<file path="config.mk">
export PLATFORM = sky130hd
export DESIGN_NAME = cmult_mac
export DESIGN_NICKNAME = d
export VERILOG_FILES = /design/src/rtl/cmult_mac.sv
export SDC_FILE = /design/constraint.sdc
export NUM_CORES = 2
export LEC_CHECK = 0
export ABC_AREA = 1
export BUFFER_PORTS_ARGS = -buffer_cell sky130_fd_sc_hd__clkbuf_2
export CAP_MARGIN = 0
export CORE_ASPECT_RATIO = 1.1
export CORE_MARGIN = 2
export CORE_UTILIZATION = 55
export DETAILED_ROUTE_END_ITERATION = 8
export PLACE_DENSITY = 0.71
export SYNTH_ARGS = -nofsm -noshare
export SYNTH_HDL_FRONTEND = slang
export SYNTH_SLANG_ARGS = --single-unit
</file>
<file path="constraint.sdc">
create_clock -name clk -period 16.5 [get_ports clk]
set_input_delay 2.475 -clock clk [delete_from_list [all_inputs] [get_ports clk]]
set_output_delay 2.475 -clock clk [all_outputs]
set_load 0.005 [all_outputs]
</file>
<file path="src/rtl/cmult_mac.sv">
// Pipelined complex multiply-accumulate with optional conj(B) and saturating accumulator.
// A sample accepted on edge k appears with out_valid after edge k+6; one sample per cycle.
module cmult_mac #(
  parameter int AWIDTH   = 16,
  parameter int BWIDTH   = 18,
  parameter int ACCWIDTH = 48
) (
  input  logic                       clk,
  input  logic                       rst,
  input  logic                       in_valid,
  input  logic signed [AWIDTH-1:0]   ar,
  input  logic signed [AWIDTH-1:0]   ai,
  input  logic signed [BWIDTH-1:0]   br,
  input  logic signed [BWIDTH-1:0]   bi,
  input  logic                       conj_b,
  input  logic                       acc_en,
  input  logic                       acc_start,
  output logic                       out_valid,
  output logic signed [ACCWIDTH-1:0] pr,
  output logic signed [ACCWIDTH-1:0] pi,
  output logic                       ovf
);

  localparam int PW = AWIDTH + BWIDTH + 1;
  localparam int NS = 6;
  localparam logic [ACCWIDTH-1:0] ACC_MAX = {1'b0, {(ACCWIDTH-1){1'b1}}};
  localparam logic [ACCWIDTH-1:0] ACC_MIN = {1'b1, {(ACCWIDTH-1){1'b0}}};

  // Control pipeline: valid runs to the output stage, mode bits to the accumulator stage.
  logic [NS:1]   valid_reg;
  logic [NS-1:1] acc_en_reg;
  logic [NS-1:1] acc_start_reg;
  logic          conj_reg;

  logic signed [AWIDTH-1:0] ar_reg, ai_reg;
  logic signed [BWIDTH-1:0] br_reg, bi_reg;
  logic signed [AWIDTH-1:0] a_re_reg, a_im_reg;
  logic signed [BWIDTH-1:0] b_re_reg;
  logic signed [BWIDTH:0]   b_im_reg;
  logic signed [BWIDTH:0]   bi_wide;
  logic signed [PW-1:0]     mul_rr_reg, mul_ii_reg, mul_ri_reg, mul_ir_reg;
  logic signed [PW-1:0]     p_reg, q_reg;

  logic [1:0][ACCWIDTH-1:0] ext_reg;
  logic [1:0][ACCWIDTH-1:0] acc_reg;
  logic [1:0][ACCWIDTH-1:0] lane_sum;
  logic [1:0]               lane_sat;
  logic                     ovf_reg;

  always_ff @(posedge clk) begin
    if (rst) begin
      valid_reg     <= '0;
      acc_en_reg    <= '0;
      acc_start_reg <= '0;
      conj_reg      <= 1'b0;
    end else begin
      valid_reg     <= {valid_reg[NS-1:1], in_valid};
      acc_en_reg    <= {acc_en_reg[NS-2:1], acc_en};
      acc_start_reg <= {acc_start_reg[NS-2:1], acc_start};
      conj_reg      <= conj_b;
    end
  end

  // Widening before negation keeps -(most negative bi) exact.
  assign bi_wide = (BWIDTH+1)'(bi_reg);

  // Datapath stages carry no reset; only the valid bits qualify them.
  always_ff @(posedge clk) begin
    ar_reg     <= ar;
    ai_reg     <= ai;
    br_reg     <= br;
    bi_reg     <= bi;
    a_re_reg   <= ar_reg;
    a_im_reg   <= ai_reg;
    b_re_reg   <= br_reg;
    b_im_reg   <= conj_reg ? -bi_wide : bi_wide;
    mul_rr_reg <= PW'(a_re_reg) * PW'(b_re_reg);
    mul_ii_reg <= PW'(a_im_reg) * PW'(b_im_reg);
    mul_ri_reg <= PW'(a_re_reg) * PW'(b_im_reg);
    mul_ir_reg <= PW'(a_im_reg) * PW'(b_re_reg);
    p_reg      <= mul_rr_reg - mul_ii_reg;
    q_reg      <= mul_ri_reg + mul_ir_reg;
    ext_reg[0] <= ACCWIDTH'(p_reg);
    ext_reg[1] <= ACCWIDTH'(q_reg);
  end

  // Lane 0 is the real part, lane 1 the imaginary part; each saturates on its own.
  for (genvar gi = 0; gi < 2; gi++) begin : g_lane
    logic [ACCWIDTH:0] sum;
    assign sum = {acc_reg[gi][ACCWIDTH-1], acc_reg[gi]}
               + {ext_reg[gi][ACCWIDTH-1], ext_reg[gi]};
    assign lane_sat[gi] = sum[ACCWIDTH] ^ sum[ACCWIDTH-1];
    assign lane_sum[gi] = lane_sat[gi] ? (sum[ACCWIDTH] ? ACC_MIN : ACC_MAX)
                                       : sum[ACCWIDTH-1:0];
  end

  always_ff @(posedge clk) begin
    if (rst) begin
      acc_reg <= '0;
      ovf_reg <= 1'b0;
    end else if (valid_reg[NS-1]) begin
      if (!acc_en_reg[NS-1]) begin
        acc_reg <= ext_reg;
      end else if (acc_start_reg[NS-1]) begin
        acc_reg <= ext_reg;
        ovf_reg <= 1'b0;
      end else begin
        acc_reg <= lane_sum;
        if (|lane_sat) begin
          ovf_reg <= 1'b1;
        end
      end
    end
  end

  always_ff @(posedge clk) begin
    if (rst) begin
      out_valid <= 1'b0;
      pr        <= '0;
      pi        <= '0;
      ovf       <= 1'b0;
    end else begin
      out_valid <= valid_reg[NS];
      if (valid_reg[NS]) begin
        pr  <= acc_reg[0];
        pi  <= acc_reg[1];
        ovf <= ovf_reg;
      end
    end
  end

endmodule

</file>
* After elaboration in Yosys (flattened, before gate mapping)
Cells that the tools add are included.
** Storage, ports and cells
- Flip-flop bits (word level) :: 627
- Input bits :: 74
- Output and inout bits :: 98
- Logic and storage cells :: 50
** Operators by class
- Add/subtract/negate cells :: 5
- $mul :: 4
- Mux-type cells :: 9
- Bitwise logic cells :: 2
- Reduce and logical (&&, ||, !) cells :: 3
** Operators with widths (count)
- $mux 48 :: 4
- $mux 96 :: 2
- $add 48x35->49 :: 2
- $mul 16x19->35 :: 2
- $mul 16x18->34 :: 2
- $add 35x34->35 :: 1
- $sub 34x35->35 :: 1
- $mux 19 :: 1
- $neg 18->19 :: 1
- $reduce_and 3->1 :: 1
- $mux 1 :: 2
- $reduce_bool 2->1 :: 1
- $reduce_or 2->1 :: 1
- $xor 1x1->1 :: 2

* Depth between registers and ports, before layout
- Depth after elaboration :: 5
- Gate-level depth with buffers :: 27
- Gate-level depth less buffers :: 25

* Worst setup path before layout
No wires, ideal clock.
- Path type :: register -> register
- Start point :: reg a_re_reg[5]
- End point :: reg mul_rr_reg[32]
- Library setup time :: 0.072 ns
- Arrival time :: 5.773 ns
- Data required time :: 16.428 ns
- Setup slack :: 10.656 ns
- Stages on the path, launching flop included :: 25
- Buffers on the path :: 2
- Clock period less this slack :: 5.844 ns
- Cells stage by stage :: dfxtp_1 -> clkbuf_1 -> clkbuf_1 -> nand2_1 -> fa_1 -> inv_1 -> fa_1 -> inv_1 -> fa_1 -> fa_1 -> inv_1 -> fa_1 -> inv_1 -> fa_1 -> inv_1 -> ha_1 -> nand2_1 -> nor4_1 -> nand3_1 -> nand3_1 -> nand3_1 -> nand2_1 -> nand2_1 -> nand2_1 -> xor2_1
** On the way
- Word-level cells in the longest chain between the ends :: 1
** Ends and longest elaborated chain
- start, declared :: RTL line 37 : logic signed [AWIDTH-1:0] a_re_reg, a_im_reg;
- start signal, assigned :: RTL line 73 : a_re_reg <= ar_reg;
- $mul 16x18->34 :: RTL line 77 : mul_rr_reg <= PW'(a_re_reg) * PW'(b_re_reg);
- end signal, assigned :: RTL line 77
- end, declared :: RTL line 41 : logic signed [PW-1:0] mul_rr_reg, mul_ii_reg, mul_ri_reg, mul_ir_reg;
Every way passes these cells.
A chain may end at the register's enable or synchronous reset.

* Worst setup path in the final report
- Start point :: reg a_re_reg[1]
- End point :: reg mul_rr_reg[31]
The elaborated chain is that of the path after synthesis.

==> results.tsv <==
stage	metric	value	unit
worst_setup_path	end_kind	flop	
outcome	status	finished, final reports clean	
clock_tree	cts_max_path_buffers	3	
clock_tree	cts-root-buf	clkbuf_16	
sta	tightest_slew	1037	ps
clock_tree	cts_sinks	627	
die	start_util	55.32	%
global_routing	grt_pass1_vias	61637	
route	drtIter0Drc	4132	
die	die_w	351.8	µm
worst_setup_path	crit_start	a_re_reg[1]$_DFF_P_	
flow_run	cap_violations	0	
worst_setup_path	r2r_cells	21	
clock_tree	insertion_delay	690	ps
route	vias	58522	
clock_tree	cts_tree	built	
worst_setup_path	worstReg2RegStart	a_re_reg[1]$_DFF_P_	
placed_design	port_buffers	171	
logic_synthesis	synth_fp_nets	11215	
worst_setup_path	cp_slowest_cell	fa_1	
finish	largest_reg_flops	96	
global_routing	grt_max_degree	100	
worst_setup_path	path_cells	buf_4 -> nand2_1 -> inv_1 -> fa_1 -> fa_1 -> inv_1 -> fa_1 -> fa_1 -> fa_1 -> fa_1 -> inv_1 -> ha_1 -> nand2_1 -> nor4_1 -> nand3b_1 -> nand2_1 -> nand3_1 -> nand2_1 -> nand2_1 -> nand2_1 -> xor2_1	
sta	finalClockSkew	37.29	ps
placed_design	dp_hpwl	157600	µm
clock_tree	numCtsBuffers	69	
global_routing	grt-ovfl-total	0	
route	avgRoutedWirePerCell	17.49	µm
sta	tns	0	ps
finish	instances_no_fill	11261	
logic_synthesis	synth_edf_count	0	
sta	hold_violations	0	
logic_synthesis	mappedNetlistArea	73160	µm²
clock_tree	cts_resized	0	
logic_synthesis	synth.avg_cell_area	7.755	µm²
route	routed_wl	197000	µm
sta	grt_setup_unrepaired	false	
clock_tree	htree_num_levels	3	
finish	syn2layout_area_growth	6.652	%
logic_synthesis	ys_types	54	
worst_hold_path	min_path_type	reg2reg	
logic_synthesis	synthCells	9434	
placed_design	placed_cells	11134	
die	ios	172	
die	dieArea	136000	µm²
logic_synthesis	synthFlopType	dfxtp_1	
sta	whs	307.4	ps
logic_synthesis	yosys_warnings	0	
worst_setup_path	reg2reg_slack	10010	ps
clock_tree	postCtsSetupBuffers	0	
worst_setup_path	crit_path_end	mul_rr_reg[31]$_DFF_P_	
finish	nFillCells	12177	
worst_setup_path	r2r-end	mul_rr_reg[31]$_DFF_P_	
finish	multi_input_area	50630	µm²
sta	period_needed	6494	ps
route	detail-route-antenna-nets	0	
sta	fin_crit_sh	39.36	%
finish	nets	11211	
die	placementRows	140	
route	first_pass_iters	5	
logic_synthesis	synth-seq-cells	627	
sta	drv_slew	0	
global_routing	grt_pass1_wl	320400	µm
sta	setup-violations-final	0	
route	drcViolationCount	0	
route	via_per_inst	5.197	
die	coreArea	132300	µm²
worst_setup_path	cp.arrival	7100	ps
worst_setup_path	crit_path_max_fanout	37	
logic_synthesis	synth-seq-area-share	17.16	%
finish	regArea	12560	µm²
worst_setup_path	worstSetupStartpointType	flop	
global_routing	antenna_found_initial	1	
clock_tree	cts_hold_buf	0	
worst_setup_path	critical_path_class	reg2reg	
global_routing	grt_use_total	29.92	%
logic_synthesis	async_flop_share	0	%
placed_design	place.gp.congestion	0.9497	
worst_setup_path	worstPathRequired	17110	ps
finish	final_layout_size_suffix_gt1_share	4.913	%
sta	relSlewSlack	30.64	%
die	die_h	386.5	µm
sta	max_freq	0.1540	GHz
clock_tree	path_clk_slew	60	ps
worst_setup_path	cpPeakStageDelay	860	ps
[cells in the mapped netlist (all sizes together) (6+ instances only)]
| library cell | number | area, µm² |
|---|---|---|
| xnor2 | 112 | 980.9 |
| or2 | 12 | 75.07 |
| ha | 515 | 6444 |
| o21ai | 357 | 1798 |
| a31oi | 9 | 56.30 |
| nand2 | 2237 | 8502 |
| nor3 | 44 | 225.2 |
| a21oi | 423 | 2173 |
| a21o | 27 | 202.7 |
| nand3 | 156 | 795.8 |
| nor4 | 12 | 75.07 |
| o21a | 17 | 127.6 |
| dfxtp | 627 | 12550 |
| inv | 2322 | 8716 |
| nand4 | 41 | 256.5 |
| fa | 1192 | 23860 |
| clkbuf | 225 | 844.6 |
| o21bai | 34 | 255.2 |
| nand3b | 6 | 45.04 |
| xor2 | 166 | 1454 |
| a21boi | 12 | 90.09 |
| buf | 98 | 412.9 |
| nor2 | 742 | 2840 |
| o211ai | 13 | 97.59 |
[cell type report]
class                   count  share of cell area [%]
flip-flops and latches    627                   16.10
inverters                2323                   11.18
diodes                      1                0.003207
clock inverters            38                  0.6911
well taps                1775                   2.846
repair buffers            248                   1.838
clock buffers              88                   2.458
multi-input cells        6161                   64.89
[cells in the final DEF, fill, tap and decap left out, types with 13 or more instances in the layout]
cell and count:
o21ai_0 335, xor2_1 166, xnor2_1 112, dfxtp_1 621, nand2_2 21, o211ai_1 13
nand2_1 2209, fa_1 1192, buf_4 77, inv_1 2309, ha_1 515, a21o_1 27
o21a_1 17, clkbuf_2 170, nor2_2 19, nand4_1 41, nand3_1 153, nor2_1 722
a21oi_1 410, o21bai_1 34, nor3_1 43, clkbuf_16 69, o21ai_1 21
[routing by layer]
layer	global-route usage [%]	wire length (µm)
met5	0	0
met4	14.72	10630
met3	3.269	10620
met2	51.74	97080
met1	36.98	78640
[critical path, delay by kind of cell (launching register included)]
| family | cells | cell delay [ps] |
|---|---|---|
| fa+ha+maj | 7 | 3760 |
| xor+xnor | 1 | 130 |
| buf+inv | 4 | 800 |
| flops | 1 | 310 |
| simple gates | 9 | 1400 |
[through the flow]
step / cell area [µm²] / util (%) / worst slack (ps)
after floorplan: 73160 / - / 10660
after global placement: 75570 / 57.14 / 10190
after detailed placement: 75570 / 57.14 / 10070
after CTS: 78030 / 59.00 / 10010
after global routing: 78030 / 59.00 / 9632
final: 78030 / 59.00 / 10010
[logic make-up after synthesis]
group,count (synthesis),share of synthesized area (%)
adder cells (fa/ha/maj),1707,41.42
AO/OA/AOI/OAI,921,6.892
buffers and inverters,2646,13.64
XOR/XNOR,278,3.328
flip-flops,627,17.16
AND/OR/NAND/NOR,3255,17.56
[worst min path at each step]
| stage | cells after the start | startpoint | end | slack (ps) |
|---|---|---|---|---|
| 2_1_floorplan | 0 | ai_reg[0]$_DFF_P_ | a_im_reg[0]$_DFF_P_ | 310 |
| 3_3_place_gp | 0 | q_reg[6]$_DFF_P_ | ext_reg[54]$_DFF_P_ | 310 |
| 3_5_place_dp | 0 | ai_reg[11]$_DFF_P_ | a_im_reg[11]$_DFF_P_ | 310 |
| 4_1_cts | 0 | p_reg[28]$_DFF_P_ | ext_reg[28]$_DFF_P_ | 300 |
| 5_1_grt | 0 | p_reg[28]$_DFF_P_ | ext_reg[28]$_DFF_P_ | 310 |
| 6_report | 0 | p_reg[28]$_DFF_P_ | ext_reg[28]$_DFF_P_ | 310 |
Power is not shown: default switching activity piles up to over one toggle a cycle in this logic, so the estimate is an artifact.
